<file path="src/rtl/my_74ls161_pkg.sv">
// Shared types and constants for the my_74ls161 counter.
package my_74ls161_pkg;

    localparam int CNT_W = 4;

    typedef logic [CNT_W-1:0] cnt_t;

    localparam cnt_t CNT_ZERO = '0;
    localparam cnt_t CNT_MAX  = '1;

endpackage

</file>
<file path="src/rtl/my_74ls161.sv">
// Synchronous 4-bit binary counter modelled on the 74LS161 (load, dual enable, ripple carry).
// Optional sticky overflow flag OVF when MY_74LS161_OVF_EN is defined.
module my_74ls161
    import my_74ls161_pkg::*;
#(
    parameter int WIDTH = CNT_W
) (
    input  logic             CP,
    input  logic             CR,
    input  logic             Ld,
    input  logic             CTT,
    input  logic             CTP,
    input  logic [WIDTH-1:0] D,
    output logic [WIDTH-1:0] Q,
    output logic             CO
`ifdef MY_74LS161_OVF_EN
    ,
    output logic             OVF
`endif
);

    logic [WIDTH-1:0] r_q;
    logic             w_tc;
    logic             w_cnt_en;

    assign w_tc     = (r_q == {WIDTH{1'b1}});
    assign w_cnt_en = CTT & CTP;

    always_ff @(posedge CP) begin
        if (CR) begin
            r_q <= '0;
        end else if (Ld) begin
            r_q <= D;
        end else if (w_cnt_en) begin
            r_q <= r_q + WIDTH'(1);
        end
    end

`ifdef MY_74LS161_OVF_EN
    logic r_ovf;

    // Clear (reset or load) dominates the wrap-set.
    always_ff @(posedge CP) begin
        if (CR || Ld) begin
            r_ovf <= 1'b0;
        end else if (w_cnt_en && w_tc) begin
            r_ovf <= 1'b1;
        end
    end

    assign OVF = r_ovf;
`endif

    assign Q  = r_q;
    assign CO = CTT & w_tc;

endmodule

</file>
<file path="config.mk">
export PLATFORM = sky130hd
export DESIGN_NAME = my_74ls161
export DESIGN_NICKNAME = d
export VERILOG_FILES = /design/src/rtl/my_74ls161_pkg.sv /design/src/rtl/my_74ls161.sv
export SDC_FILE = /design/constraint.sdc
export NUM_CORES = 1
export LEC_CHECK = 0
export CAP_MARGIN = 5
export CELL_PAD_IN_SITES_DETAIL_PLACEMENT = 1
export CELL_PAD_IN_SITES_GLOBAL_PLACEMENT = 1
export CORE_AREA = 2 2 39 41
export DETAILED_ROUTE_END_ITERATION = 10
export DIE_AREA = 0 0 41 43
export PLACE_DENSITY = 0.6
export SKIP_CTS_REPAIR_TIMING = 1
export SYNTH_ARGS = -nofsm -noshare
export SYNTH_HDL_FRONTEND = slang
export SYNTH_SLANG_ARGS = --single-unit
</file>
<file path="constraint.sdc">
create_clock -name CP -period 1.6 [get_ports CP]
set_clock_uncertainty 0.15 [all_clocks]
set_input_delay 0.4 -clock CP [delete_from_list [all_inputs] [get_ports CP]]
set_output_delay 0.4 -clock CP [all_outputs]
set_load 0.1 [all_outputs]
</file>
==> results.yml <==
cts:
  cts_tree: "yes"
  clock_latency_ns: 0.23
  path_clk_slew_ns: 0.04
  cts_buffers: 3
  cts_max_level: 1
  clock_path_buffers: 2
  clkSinkCount: 4
  root_buffer: "clkbuf_4"
yosys:
  synth.ff_latch_count: 4
  avgSynthCellArea_sq_um: 8.65
  postSynthCellCount: 24
  yosysUniqueCellTypes: 13
  synth_nets: 34
  syn_area_sq_um: 208
  ys_seq_area_share_pct: 38.6
  yosys_warnings: 0
power:
  total_power_uw: 392
  p_per_area_nw_per_um2: 798
  power_leakage_nw: 0.197
  ir_worst_vdd_uv: 291
cells_and_area:
  nFillCells: 159
  finalCoreUtilization_pct: 35.5
  layout_commonest_cell: "clkdlybuf4s50_1"
  largest_register_ffs: 4
  fin_area_sq_um: 492
  final_cell_mix: "clkdlybuf4s50_1, buf_12, dfxtp_4, nor2_1, buf_4"
  stdcell_count: 60
  synthToLayoutAreaGrowth_pct: 137
  layout-drive-gt1-share_pct: 43.2
  antenna_cells: 0
  fin_nets: 56
sta:
  fin_ws_ns: -0.0799
  fin_crit_ns: 1.68
  slew_headroom_pct: 83.6
  finalSetupViolations: 1
  drv_slew: 0
  rsz0062_at_grt: "true"
  fin_crit_sh_pct: 105
  hold_violations: 0
  fmax_mhz: 595
  worstMarginPinSlew_ns: 0.246
global_route:
  grt_pass1_wl_mm: 1.12
  track_usage_pct: 9.92
  grt-ovfl-total: 0
  grt_pass1_vias: 282
  grt_start_max_net_pins: 9
  antenna_found_initial: 0
setup_path:
  worst_setup_path_end_kind: "output pin"
  arrival_ns: 1.13
  worstPathRequired_ns: 1.05
  reg2reg_slack_ns: 0.36
  startpoint: "Q[1]"
  r2r_cells: 3
  critPathKind: "flip-flop to output pin"
  reg2reg_to: "Q[3]"
  r2r-start: "Q[2]"
  crit_path_end: "CO"
  crit_path_start_kind: "flip-flop"
  cp_max_fo: 4
floorplanning:
  die_area_sq_um: 1760
  die_y_microns: 43
  fp.coreArea_sq_um: 1380
  num_io_pins: 14
  rows: 14
  start_util_pct: 15.0
  die_w_microns: 41
routing:
  wl_per_cell_microns: 12.5
  first_iter_violations: 0
  drt_pass1_iterations: 1
  drtAntennaViolNets: 0
  route.detailed.drc: 0
  num_vias: 265
  wl_microns: 750
  routed_via_density: 4.42
min_path:
  hold_class: "flip-flop to flip-flop"
  hold_depth: 2
placed_design:
  gp_congestion: 0.740
  port_buffers: 13
  place_area_sq_um: 452
  dp_hpwl_microns: 592
  dp.cells: 55
  pre_cts_ws_ns: -0.294
run:
  drv_cap: 0
status:
  violations: "negative setup slack"
  status: "finished, violations left"
-- metrics by stage --
stage,hold WS [ns],setup TNS [ns]
after detailed placement,0.385,-0.900
after global routing,0.412,-0.118
after CTS,0.401,-0.296
after global placement,0.382,-0.758
after floorplan,0.312,-0.0879
final,0.394,-0.0799
-- final cells by class --
| class | count | area (sq um) | share of cell area (%) |
|---|---|---|---|
| multi-input cells | 19 | 138 | 28.0 |
| well taps | 16 | 20.0 | 4.07 |
| clock buffers | 3 | 22.5 | 4.58 |
| flip-flops and latches | 4 | 95.1 | 19.3 |
| repair buffers | 17 | 213 | 43.3 |
| inverters | 1 | 3.75 | 0.763 |
-- logic make-up after synthesis --
logic type	after synthesis	share of synthesized area, %
flip-flops	4	38.6
AND/OR/NAND/NOR	11	27.1
XOR/XNOR	2	8.44
AO/OA/AOI/OAI	5	18.1
adder cells (fa/ha/maj)	1	6.02
buffers and inverters	1	1.81
-- metal layers --
layer / GRT usage, % / vias to the layer above / part of all wire (%)
li1: - / 132 / -
met1: 10.9 / 120 / 39
met2: 14.4 / 13 / 50
met3: 5.24 / 0 / 11
met4: 6.00 / 0 / 0
met5: 0 / - / 0
-- report_power, final --
group | internal (mW) | leakage (nW) | total [mW] | switching [mW]
clock | 0.0840 | 0.0138 | 0.126 | 0.0417
sequential | 0.107 | 0.0357 | 0.120 | 0.0127
combinational | 0.0652 | 0.147 | 0.147 | 0.0815
-- critical path, stage by stage, from the launching register on --
cell     delay, ns
dfxtp_4       0.37
ha_4          0.13
and4_4        0.22
buf_12        0.17
-- cells in the mapped netlist --
master / count / area [sq um]
dfxtp_1: 4 / 80.1
nor2_1: 4 / 15.0
nand3_1: 3 / 15.0
a211oi_1: 2 / 15.0
a311oi_1: 2 / 17.5
xor2_1: 2 / 17.5
and4_2: 1 / 10.0
ha_1: 1 / 12.5
inv_1: 1 / 3.75
nand2_1: 1 / 3.75
nand2_2: 1 / 6.26
o21ai_0: 1 / 5.00
or3_1: 1 / 6.26
-- worst min path at each step --
stage,slack (ns),end,from
floorplan,0.31,Q[1],CR
global placement,0.38,Q[1],Q[1]
detailed placement,0.39,Q[1],Q[1]
CTS,0.40,Q[1],Q[1]
global route,0.41,Q[1],Q[1]
finish,0.39,Q[3],Q[3]
Power figures use the tool's default switching activity.
